File: config.mk
export PLATFORM = sky130hd
export DESIGN_NAME = swc_pck_transfer_output
export DESIGN_NICKNAME = d
export VERILOG_FILES = /design/src/rtl/swc_pck_transfer_output.sv
export SDC_FILE = /design/constraint.sdc
export NUM_CORES = 1
export LEC_CHECK = 0
export ABC_CLOCK_PERIOD_IN_PS = 16050
export CELL_PAD_IN_SITES_DETAIL_PLACEMENT = 1
export CELL_PAD_IN_SITES_GLOBAL_PLACEMENT = 2
export CORE_MARGIN = 4
export CORE_UTILIZATION = 35
export DETAILED_ROUTE_END_ITERATION = 12
export GPL_TIMING_DRIVEN = 0
export MAX_ROUTING_LAYER = met4
export PLACE_DENSITY_LB_ADDON = 0.1
export SETUP_SLACK_MARGIN = 0.1
export SYNTH_ARGS = -nofsm -noshare
export SYNTH_HDL_FRONTEND = slang
export SYNTH_SLANG_ARGS = --single-unit
File: constraint.sdc
create_clock -name clk_i -period 16.05 [get_ports clk_i]
set_input_delay 2.4075 -clock clk_i [delete_from_list [all_inputs] [get_ports clk_i]]
set_output_delay 2.4075 -clock clk_i [all_outputs]
set_load 0.005 [all_outputs]
File: src/rtl/swc_pck_transfer_output.sv
// swc_pck_transfer_output: round-robin arbiter over input-port page offers feeding a small transfer FIFO.
module swc_pck_transfer_output #(
  parameter int g_num_ports = 11,
  parameter int g_page_addr_width = 10,
  parameter int g_prio_width = 3,
  parameter int g_fifo_depth = 4
) (
  input  logic                                      clk_i,
  input  logic                                      rst_n_i,
  input  logic [g_num_ports-1:0]                    pti_transfer_valid_i,
  input  logic [g_num_ports*g_page_addr_width-1:0]  pti_pageaddr_i,
  input  logic [g_num_ports*g_prio_width-1:0]       pti_prio_i,
  output logic [g_num_ports-1:0]                    pti_transfer_ack_o,
  output logic                                      ob_transfer_valid_o,
  output logic [g_page_addr_width-1:0]              ob_pageaddr_o,
  output logic [g_prio_width-1:0]                   ob_prio_o,
  input  logic                                      ob_transfer_ack_i
);
  localparam int IW = (g_num_ports > 1) ? $clog2(g_num_ports) : 1;
  localparam int AW = $clog2(g_fifo_depth);
  localparam int CW = AW + 1;
  logic [IW-1:0] rr_ptr, gnt_idx, idx;
  logic found, push, pop;
  logic [AW-1:0] wr_ptr, rd_ptr;
  logic [CW-1:0] count;
  logic [g_num_ports-1:0] eligible, ack_nxt;
  logic [g_page_addr_width-1:0] sel_page;
  logic [g_prio_width-1:0] sel_prio;
  logic [g_page_addr_width-1:0] page_mem [g_fifo_depth];
  logic [g_prio_width-1:0] prio_mem [g_fifo_depth];
  // A port whose ack is still high keeps its valid up for one more cycle; masking it avoids a double grant.
  assign eligible = pti_transfer_valid_i & ~pti_transfer_ack_o;
  always_comb begin
    gnt_idx = '0;
    idx = '0;
    found = 1'b0;
    for (int k = 1; k <= g_num_ports; k++) begin
      idx = IW'((int'(rr_ptr) + k) % g_num_ports);
      if (!found && eligible[idx]) begin
        found = 1'b1;
        gnt_idx = idx;
      end
    end
  end
  always_comb begin
    sel_page = '0;
    sel_prio = '0;
    ack_nxt = '0;
    for (int i = 0; i < g_num_ports; i++) begin
      if (gnt_idx == IW'(i)) begin
        sel_page = pti_pageaddr_i[i*g_page_addr_width +: g_page_addr_width];
        sel_prio = pti_prio_i[i*g_prio_width +: g_prio_width];
      end
    end
    if (push) ack_nxt[gnt_idx] = 1'b1;
  end
  // Fullness is judged on the current count, so a pop on the same edge never frees a slot early.
  assign push = found && (count < CW'(g_fifo_depth));
  assign pop = ob_transfer_valid_o && ob_transfer_ack_i;
  assign ob_transfer_valid_o = count != '0;
  assign ob_pageaddr_o = ob_transfer_valid_o ? page_mem[rd_ptr] : '0;
  assign ob_prio_o = ob_transfer_valid_o ? prio_mem[rd_ptr] : '0;
  always_ff @(posedge clk_i or negedge rst_n_i) begin
    if (!rst_n_i) begin
      pti_transfer_ack_o <= '0;
      rr_ptr <= IW'(g_num_ports - 1);
      wr_ptr <= '0;
      rd_ptr <= '0;
      count <= '0;
    end else begin
      pti_transfer_ack_o <= ack_nxt;
      if (push) rr_ptr <= gnt_idx;
      if (push) wr_ptr <= wr_ptr + 1'b1;
      if (pop) rd_ptr <= rd_ptr + 1'b1;
      count <= count + CW'(push) - CW'(pop);
    end
  end
  always_ff @(posedge clk_i) begin
    if (push) begin
      page_mem[wr_ptr] <= sel_page;
      prio_mem[wr_ptr] <= sel_prio;
    end
  end
endmodule

==> results.toml <==
[layout]
fillers = 3807
fin_nets = 1798
multi_input_area_um2 = 8350
drive_above_1_share = 0.0894
area_growth_pct = 23.5
regArea_um2 = 2110

[clocking]
hold_buffers = 0
clk_latency_ns = 0.33
cts_buffer_depth = 2
cts_resized = 0
cts.sinks = 74
htreeDepth = 3
cts_setup_buffers = 0
numCtsBuffers = 9
cts_tree = "yes"
root_buffer = "clkbuf_16"
clk_pin_slew_ns = 0.06

[worst_setup_path]
critPathMaxFanout = 14
timing.rr.end = "page_mem[3][0]"
worstPathArrival_ns = 13.45
required_ns = 16.10
slowest_delay_ns = 0.89
cpMaxStageDelayCell = "dfrtp_1"
crit_type = "register to register"
r2r-start = "rr_ptr[0]"
ff2ff_path_depth = 31
worst_path_most_repeated_cell = "clkbuf_1"
critPathCaptureType = "register"
reg2reg_slack_ns = 2.65
start_kind = "register"

[global_routing]
grt_pass1_vias = 12800
antenna_found_initial = 1
grt_max_degree = 23
grt_pass1_wl_um = 80900
overflow = 0
grt_usage = 0.307

[min_path]
min_to = "count[2]"
min_from = "count[2]"
hold_path_class = "register to register"
min_path_cells = 1

[sta]
fin_crit_ns = 13.40
finalHoldViolations = 0
worst_slew_pin_slew_ns = 1.09
setup_violations = 0
setup_tns_ns = 0
slew_headroom = 0.267
whs_ns = 0.554
slew_violations = 0
max_freq_mhz = 74.6
rsz0062_at_grt = "no"
post-route-period-util = 0.835
clock_skew_ns = 0.00521

[logic_synthesis]
ys_ff_latch = 74
synthTopCellsByArea = "edfxtp_1, ha_1, mux4_2, dfrtp_1, mux2i_1"
synth_top_family_by_area = "compound AO/OA/AOI/OAI gates"
syn_avg_cell_area_um2 = 7.94
synth_edf_count = 52
ys_warn_count = 0
synthCells = 1403
synth_nets = 1606
synth_top_area_cell = "edfxtp_1"
netlist-cell-type-count = 109
synthSimpleGateAreaFrac = 0.239
synth_mux_area_frac = 0.105
synthXorXnorAreaFrac = 0.0333
synth_top_area_share = 0.140
synth_adder_area_share = 0.0523
synth_compound_area_frac = 0.319
synthFlopType = "edfxtp_1"
netlist_area_um2 = 11100
yosysSeqAreaShare = 0.190
async_flop_share = 0.297

[routing]
drc = 0
via_per_inst = 6.32
via_count = 12700
dr.pass1.iters = 5
wire_per_inst_um = 27.2
final_antenna_net_count = 0
wl_um = 54400
drt-initial-drc-count = 1051

[floorplanning]
initial_core_util = 0.354
pin_count = 182
dieArea_um2 = 34800
row_count = 65
die_width_um = 186
coreArea_um2 = 31500
die_h_um = 186

[place]
portBuffers = 181
gp_congestion = 0.984
detailedPlacementHpwl_um = 44000

[run_status]
status = "finished clean"

[flow_run]
drv_cap = 0
## worst max-delay path: cells and delay by family, from the launching register on
family / cells / cell delay [ns]
DFF: 1 / 0.89
adders and majority gates: 2 / 0.65
AOI/OAI and AO/OA: 11 / 4.31
buffers and inverters: 12 / 6.25
and+or+nand+nor: 6 / 0.96
## synthesized netlist by cell type, types with 34 or more instances
| master | n |
|---|---|
| a21oi_1 | 85 |
| clkbuf_1 | 49 |
| edfxtp_1 | 52 |
| ha_1 | 45 |
| inv_1 | 48 |
| mux2i_1 | 47 |
| nand2_1 | 121 |
| nand2b_1 | 35 |
| nand3_1 | 50 |
| nor2_1 | 88 |
| nor3_1 | 34 |
| o21ai_0 | 72 |
## stage by stage
step                      worst slack, ns  instance area [um^2]  instances  utilization
after global routing                 2.22                 13800       2003        0.437
final                                2.65                 13800       2004        0.437
after floorplan                      7.97                 11100       1403            -
after detailed placement             2.84                 13500       1986        0.428
after global placement               3.04                 13500       1986        0.428
after CTS                            2.84                 13800       2002        0.437
## logic make-up after synthesis
family,count (synthesis)
AND/OR/NAND/NOR,509
AO/OA/AOI/OAI,495
buffers and inverters,155
multiplexers,85
flip-flops,74
adder cells (fa/ha/maj),46
XOR/XNOR,39
## how the worst max path moves through the flow
| stage | startpoint | to | slack, ns |
|---|---|---|---|
| after floorplan | rr_ptr[0] | page_mem[0][3] | 7.97 |
| after global routing | rr_ptr[0] | page_mem[3][0] | 2.22 |
| final | rr_ptr[0] | page_mem[3][0] | 2.65 |
| after CTS | rr_ptr[0] | page_mem[3][0] | 2.84 |
| after global placement | rr_ptr[0] | page_mem[2][6] | 3.04 |
| after detailed placement | rr_ptr[0] | page_mem[1][0] | 2.84 |
## registers in the layout, summed over array words and instances (netlist names)
signal	flops
page_mem	40
prio_mem	12
pti_transfer_ack_o	11
rr_ptr	4
count	3
rd_ptr	2
wr_ptr	2
## area by class of cell
cell class / count / area share
Inverter: 54 / 0.0147
Timing Repair Buffer: 181 / 0.132
Antenna cell: 2 / 0.000364
Clock buffer: 10 / 0.0166
Multi-Input combinational cell: 1174 / 0.607
Tap cell: 402 / 0.0366
Sequential cell: 74 / 0.154
Clock inverter: 6 / 0.00482
Buffer: 101 / 0.0346
## placed cells by master (no fill, tap or decap), drive strengths merged, types with 34 or more instances in the layout
master,count
nand2b,35
inv,53
clkbuf,59
nor3,34
buf,52
clkdlybuf4s50,181
o21ai,80
ha,45
and2,34
nor2,90
mux2i,47
a21oi,90
nand3,51
nand2,123
edfxtp,52
## routing by layer
layer  routed length (um)  track usage  part of all wire
met3                 3380       0.0417             0.062
met1                22800        0.379              0.42
met4                 1890       0.0976             0.035
met2                26300        0.524              0.48
met5                    0            -                 0
Power is not shown: default switching activity piles up to over one toggle a cycle in this logic, so the estimate is an artifact.
